**config.mk**
```make
export PLATFORM = sky130hd
export DESIGN_NAME = s4_corr_buf_flat
export DESIGN_NICKNAME = d
export VERILOG_FILES = /design/src/rtl/s4_corr_buf_if.sv /design/src/rtl/s4_corr_buf.sv /design/src/flat_wrapper.sv
export SDC_FILE = /design/constraint.sdc
export NUM_CORES = 2
export LEC_CHECK = 0
export CAP_MARGIN = 20
export CORE_MARGIN = 2
export CORE_UTILIZATION = 60
export DETAILED_ROUTE_END_ITERATION = 8
export PLACE_DENSITY = 0.77
export RECOVER_POWER = 25
export SKIP_LAST_GASP = 1
export SYNTH_ARGS = -nofsm -noshare
export SYNTH_HDL_FRONTEND = slang
export SYNTH_SLANG_ARGS = --single-unit
```
**constraint.sdc**
```tcl
create_clock -name clk -period 15.1 [get_ports clk]
set_clock_uncertainty 0.05 [all_clocks]
set_input_delay 2.265 -clock clk [delete_from_list [all_inputs] [get_ports clk]]
set_output_delay 2.265 -clock clk [all_outputs]
set_load 0.01 [all_outputs]
```
**src/rtl/s4_corr_buf_if.sv**
```systemverilog
// Beat stream bundle for the RS correction buffer: raw codeword beats in, corrected beats out.
interface s4_corr_buf_if #(
    parameter int unsigned DW = 64,
    parameter int unsigned SW = 12
);
    logic          in_valid;
    logic          in_sof;
    logic [DW-1:0] in_data;
    logic [SW-1:0] in_sync;
    logic          out_valid;
    logic          out_sof;
    logic          out_eof;
    logic [DW-1:0] out_data;
    logic [SW-1:0] out_sync;

    modport master (
        output in_valid, in_sof, in_data, in_sync,
        input  out_valid, out_sof, out_eof, out_data, out_sync
    );

    modport slave (
        input  in_valid, in_sof, in_data, in_sync,
        output out_valid, out_sof, out_eof, out_data, out_sync
    );
endinterface

```
**src/rtl/s4_corr_buf.sv**
```systemverilog
// RS decoder final stage: ping-pong codeword buffer, error-pattern correction and per-frame status.
// Optional RS_CORR_ERRCNT_EN adds corr_cnt, a saturating count of corrected nonzero bytes.
module s4_corr_buf #(
    parameter int unsigned BEATS = 24,
    parameter int unsigned DW    = 64,
    parameter int unsigned SW    = 12
) (
    input  logic          clk,
    input  logic          rstn,
    input  logic          rs_ena,
    s4_corr_buf_if.slave  bus,
    input  logic          csee_ongo,
    input  logic [DW-1:0] rs_errdata,
    input  logic [SW-1:0] rs_syncbit,
    input  logic          rsdec_fail,
    output logic          dec_done,
    output logic          dec_fail,
    output logic          buf_ovf,
    output logic          buf_unf
`ifdef RS_CORR_ERRCNT_EN
    ,
    output logic [15:0]   corr_cnt
`endif
);
    localparam int unsigned CW = $clog2(BEATS);
    localparam int unsigned NB = DW / 8;
    localparam logic [CW-1:0] LAST = CW'(BEATS - 1);

    typedef struct packed {
        logic [1:0]    full;
        logic          wr_bank;
        logic          rd_bank;
        logic          wr_act;
        logic [CW-1:0] wcnt;
        logic [CW-1:0] rcnt;
        logic          st_p1;
        logic          st_p2;
        logic          out_valid;
        logic          out_sof;
        logic          out_eof;
        logic [DW-1:0] out_data;
        logic [SW-1:0] out_sync;
        logic          dec_done;
        logic          dec_fail;
        logic          buf_ovf;
        logic          buf_unf;
`ifdef RS_CORR_ERRCNT_EN
        logic [7:0]    acc;
        logic [7:0]    pend;
        logic [15:0]   corr_cnt;
`endif
    } ctl_t;

    ctl_t r, n;

    logic [DW-1:0] mem [0:1][0:BEATS-1];
    logic [SW-1:0] sync_mem [0:1];

    logic          wr_start_c, wr_beat_c, wr_en_c, wr_last_c, ovf_c, rd_last_c;
    logic [CW-1:0] wr_addr_c;

`ifdef RS_CORR_ERRCNT_EN
    logic [7:0]  acc_sum_c;
    logic [16:0] sum_c;

    function automatic logic [7:0] nz_bytes(input logic [DW-1:0] d);
        logic [7:0] c;
        c = 8'd0;
        for (int i = 0; i < int'(NB); i++) begin
            if (d[8*i +: 8] != 8'd0) c = c + 8'd1;
        end
        return c;
    endfunction
`endif

    // Next-state: write side, read/correct side, status pipeline.
    always_comb begin
        n          = r;
        ovf_c      = rs_ena & bus.in_valid & bus.in_sof & r.full[r.wr_bank];
        wr_start_c = rs_ena & bus.in_valid & bus.in_sof & ~r.full[r.wr_bank];
        wr_beat_c  = rs_ena & bus.in_valid & ~bus.in_sof & r.wr_act;
        wr_en_c    = wr_start_c | wr_beat_c;
        wr_addr_c  = wr_start_c ? '0 : r.wcnt;
        wr_last_c  = wr_en_c & (wr_addr_c == LAST);
        rd_last_c  = csee_ongo & (r.rcnt == LAST);
`ifdef RS_CORR_ERRCNT_EN
        acc_sum_c  = 8'd0;
        sum_c      = 17'd0;
`endif

        if (ovf_c) begin
            n.buf_ovf = 1'b1;
            n.wr_act  = 1'b0;
            n.wcnt    = '0;
        end else if (wr_en_c) begin
            if (wr_last_c) begin
                n.wcnt    = '0;
                n.wr_act  = 1'b0;
                n.wr_bank = ~r.wr_bank;
            end else begin
                n.wcnt   = CW'(wr_addr_c + 1'b1);
                n.wr_act = 1'b1;
            end
        end

        // A bank drained on its last read beat is released only after this edge.
        if (rd_last_c) n.full[r.rd_bank] = 1'b0;
        if (wr_last_c) n.full[r.wr_bank] = 1'b1;

        n.out_valid = csee_ongo;
        n.out_sof   = csee_ongo & (r.rcnt == '0);
        n.out_eof   = rd_last_c;
        n.out_data  = csee_ongo ? (mem[r.rd_bank][r.rcnt] ^ rs_errdata) : '0;
        n.out_sync  = (csee_ongo && r.rcnt == '0) ? (sync_mem[r.rd_bank] ^ rs_syncbit) : '0;
        if (csee_ongo) begin
            if (r.rcnt == '0 && !r.full[r.rd_bank]) n.buf_unf = 1'b1;
            if (rd_last_c) begin
                n.rcnt    = '0;
                n.rd_bank = ~r.rd_bank;
            end else begin
                n.rcnt = CW'(r.rcnt + 1'b1);
            end
        end

        // Fail verdict settles two cycles after the last CSEE cycle.
        n.st_p1    = rd_last_c;
        n.st_p2    = r.st_p1;
        n.dec_done = r.st_p2;
        if (r.st_p2) n.dec_fail = rsdec_fail;

`ifdef RS_CORR_ERRCNT_EN
        if (csee_ongo) begin
            acc_sum_c = ((r.rcnt == '0) ? 8'd0 : r.acc) + nz_bytes(rs_errdata);
            if (rd_last_c) n.pend = acc_sum_c;
            else           n.acc  = acc_sum_c;
        end
        if (r.st_p2 && !rsdec_fail) begin
            sum_c      = 17'(r.corr_cnt) + 17'(r.pend);
            n.corr_cnt = sum_c[16] ? 16'hFFFF : sum_c[15:0];
        end
`endif
    end

    always_ff @(posedge clk or negedge rstn) begin
        if (!rstn)        r <= '0;
        else if (!rs_ena) r <= '0;
        else              r <= n;
    end

    // Beat storage is intentionally not reset.
    always_ff @(posedge clk) begin
        if (wr_en_c)    mem[r.wr_bank][wr_addr_c] <= bus.in_data;
        if (wr_start_c) sync_mem[r.wr_bank]       <= bus.in_sync;
    end

    assign bus.out_valid = r.out_valid;
    assign bus.out_sof   = r.out_sof;
    assign bus.out_eof   = r.out_eof;
    assign bus.out_data  = r.out_data;
    assign bus.out_sync  = r.out_sync;
    assign dec_done      = r.dec_done;
    assign dec_fail      = r.dec_fail;
    assign buf_ovf       = r.buf_ovf;
    assign buf_unf       = r.buf_unf;
`ifdef RS_CORR_ERRCNT_EN
    assign corr_cnt      = r.corr_cnt;
`endif
endmodule
```
**src/flat_wrapper.sv**
```systemverilog
// flat-port wrapper written by rule: the top's interface ports become plain ports
module s4_corr_buf_flat 
#(
    parameter int unsigned BEATS = 24,
    parameter int unsigned DW    = 64,
    parameter int unsigned SW    = 12
)
  (clk, rstn, rs_ena, csee_ongo, rs_errdata, rs_syncbit, rsdec_fail, dec_done, dec_fail, buf_ovf, buf_unf, bus_in_valid, bus_in_sof, bus_in_data, bus_in_sync, bus_out_valid, bus_out_sof, bus_out_eof, bus_out_data, bus_out_sync);
  s4_corr_buf_if #(.DW(DW), .SW(SW)) bus_i ();
  input  logic clk;
  input  logic rstn;
  input  logic rs_ena;
  input  logic csee_ongo;
  input  logic [DW-1:0] rs_errdata;
  input  logic [SW-1:0] rs_syncbit;
  input  logic rsdec_fail;
  output logic dec_done;
  output logic dec_fail;
  output logic buf_ovf;
  output logic buf_unf;
  input wire logic [$bits(bus_i.in_valid)-1:0] bus_in_valid;
  input wire logic [$bits(bus_i.in_sof)-1:0] bus_in_sof;
  input wire logic [$bits(bus_i.in_data)-1:0] bus_in_data;
  input wire logic [$bits(bus_i.in_sync)-1:0] bus_in_sync;
  output wire logic [$bits(bus_i.out_valid)-1:0] bus_out_valid;
  output wire logic [$bits(bus_i.out_sof)-1:0] bus_out_sof;
  output wire logic [$bits(bus_i.out_eof)-1:0] bus_out_eof;
  output wire logic [$bits(bus_i.out_data)-1:0] bus_out_data;
  output wire logic [$bits(bus_i.out_sync)-1:0] bus_out_sync;
  assign bus_i.in_valid = bus_in_valid;
  assign bus_i.in_sof = bus_in_sof;
  assign bus_i.in_data = bus_in_data;
  assign bus_i.in_sync = bus_in_sync;
  assign bus_out_valid = bus_i.out_valid;
  assign bus_out_sof = bus_i.out_sof;
  assign bus_out_eof = bus_i.out_eof;
  assign bus_out_data = bus_i.out_data;
  assign bus_out_sync = bus_i.out_sync;
  s4_corr_buf #(.BEATS(BEATS), .DW(DW), .SW(SW)) u_core (.clk(clk), .rstn(rstn), .rs_ena(rs_ena), .bus(bus_i), .csee_ongo(csee_ongo), .rs_errdata(rs_errdata), .rs_syncbit(rs_syncbit), .rsdec_fail(rsdec_fail), .dec_done(dec_done), .dec_fail(dec_fail), .buf_ovf(buf_ovf), .buf_unf(buf_unf));
endmodule
```
==> metrics <==
status finished, violations left; slew margin rel. -226.7%; die area 210900 sq um; Clock Root Buffer clkbuf_16; fin crit period 6.669 ns; Tightest Pin Transition 4.901 ns; CTS Hold Bufs 0; CP max stage delay 1.18 ns; Setup-failing EPs final 0; CP Launch Type primary input; Power, Total 0.01819 W; leading cell type in the layout, fill and taps excluded edfxtp_1; vias per cell 6.859; H-Tree Depth 5; Seq cells post-synth 3195; vias in the first global route 64.99k; CP cell instances clkdlybuf4s50_1 > nand4_1 > and2_1 > inv_1 > ha_1 > nand2_1 > nor2_4 > buf_4; Nets 6874; Initial Util 60.23%; drt total wl 330.3 mm; EDFF count, synth 3096; layout cell share with drive strength beyond 1 14.48%; routability cong. 0.8642; clock buffer depth 4; Syn. warnings 0; Hold Path Class register to register; TNS Setup 0 ns; post-DR wirelength/cell 34.19 um; die width 459.2 um; Slew Limit Fails 2710; VDD IR max 0.0001257 V; Die Ht 459.2 um; clock slew at reported path FFs 0.06 ns; RSZ-0062 raised after global routing no; first-pass GRT wire length 465.2 mm; WP data required 15.56 ns; CP Class primary input to register; drc violations 0; post-cts resize count 0; clk_lat worst skew 0.97 ns; register area share after synthesis 76.76%; remaining antenna violation count 0; crit end category register; max-cap violations 55; post-DP HPWL 182.9 mm; Post-Syn Instances 6374; async set-reset flop share out of synthesis 3.099%; DR vias 66.27k; Area Growth Syn to Fin 11.85%; failing checks capacitance limit, slew limit; CP delay by family, top simple AND/OR/NAND/NOR gates; largest net degree at the start of global routing 122; Final Cell Area 139100 sq um; Fmax 149.9 MHz; fin crit share 44.17%; Crit Path Max Fanout 40; storage element area 95470 sq um; gr usage total 31.09%; drt first pass iters 8; CTS tree yes; Fillers 12.66k; row cnt 167; initial antenna violation count 13; CTS Buf Count 324; DR iter-0 viols 10.35k; PwrDens 130.8 nW/um^2; PortBufs 241; most frequent cells in the layout edfxtp_1, mux2i_1, a22oi_1, clkbuf_16, mux4_2; # IOs 242; Core Area 206400 sq um; Mean Syn Cell Area 19.51 sq um; Yosys cell types 79; crit path DAT 7.13 ns; worst path bufs/invs 3; Primary FF master, synth edfxtp_1; final global-route overflow total 0; Cell Area, Placed 129200 sq um; Post-CTS Setup Inserts 0; Synth Cell Area 124300 sq um; fin util 67.37%; multi-input combinational cell area 26330 sq um; Pleak 43.38 nW; CP max stage cell clkdlybuf4s50_1; Clock Sinks 3195; final hold violations 0; Syn Nets 6539
-- final cells by class --
class	instances	share of cell area (%)
timing repair buffer	448	2.856
clock buffer	422	6.234
tap	2704	2.433
inverter	8	0.02339
sequential	3195	68.64
clock inverter	144	0.8645
multi-input combinational	2732	18.93
antenna	9	0.01619
-- per-stage QoR --
stage               instances  hold WS [ns]  worst slack [ns]
floorplan                6374        0.4159             8.460
global placement         9076        0.4373             7.813
detailed placement       9080        0.4384             7.723
CTS                      9646        0.4522             8.671
global route             9655        0.4704             8.246
finish                   9662        0.4532             8.431
-- final timing paths --
check / slack [ns] / to / cells past startpoint / start
min in group asynchronous: 3.05 / u_core.bus.out_sync[4] / 1 / rstn
max in group asynchronous: 9.19 / u_core.bus.out_data[36] / 1 / rstn
worst max register to register: 9.31 / u_core.bus.out_data[18] / 10 / u_core.r[96]
worst min register to register: 0.45 / u_core.n[3] / 1 / u_core.bus.out_eof
worst max-delay path: 8.43 / u_core.mem[1][674] / 8 / rs_ena
worst min-delay path: 0.45 / u_core.n[3] / 1 / u_core.bus.out_eof
-- state kept, by name (all words and copies together), names as in the netlist --
signal,cells
u_core.dec_fail,1
u_core.bus.out_data,64
u_core.bus.out_sync,12
u_core.dec_done,1
u_core.sync_mem,24
u_core.bus.out_valid,1
u_core.r,15
u_core.buf_unf,1
u_core.bus.out_eof,1
u_core.bus.out_sof,1
u_core.mem,3072
u_core.buf_ovf,1
u_core.n,1
-- synth_stat cells (42+ instances only) --
cell type | count | share of area [%]
a221oi_1 | 42 | 0.30
buf_4 | 136 | 0.82
a21oi_1 | 103 | 0.41
clkbuf_1 | 118 | 0.36
a22oi_1 | 368 | 2.2
mux2i_1 | 934 | 7.5
dfrtp_1 | 99 | 2.0
mux4_2 | 308 | 5.6
buf_2 | 80 | 0.32
buf_6 | 62 | 0.56
o221ai_1 | 43 | 0.30
nand2_1 | 205 | 0.62
edfxtp_1 | 3096 | 75
nand3_1 | 96 | 0.39
nor2_1 | 124 | 0.37
-- cell families after synthesis --
family / share of synthesized area (%)
AND/OR/NAND/NOR: 2.151
multiplexers: 13.22
adder cells (fa/ha/maj): 0.06037
buffers and inverters: 2.438
AO/OA/AOI/OAI: 5.138
flip-flops: 76.76
XOR/XNOR: 0.2324
-- per-layer routing --
| layer | GRT usage [%] | vias up | wire, um |
|---|---|---|---|
| met2 | 49.26 | 4989 | 157600 |
| met3 | 7.555 | 799 | 40450 |
| met1 | 41.58 | 33820 | 116400 |
| met5 | 0 | - | 41 |
| met4 | 13.43 | 6 | 15780 |
| li1 | - | 26660 | - |
-- power breakdown --
group          switching [W]  internal [W]
combinational       0.000543      0.000264
clock                0.00324       0.00436
sequential         0.0000194       0.00976
(Power assumes the default switching activity.)
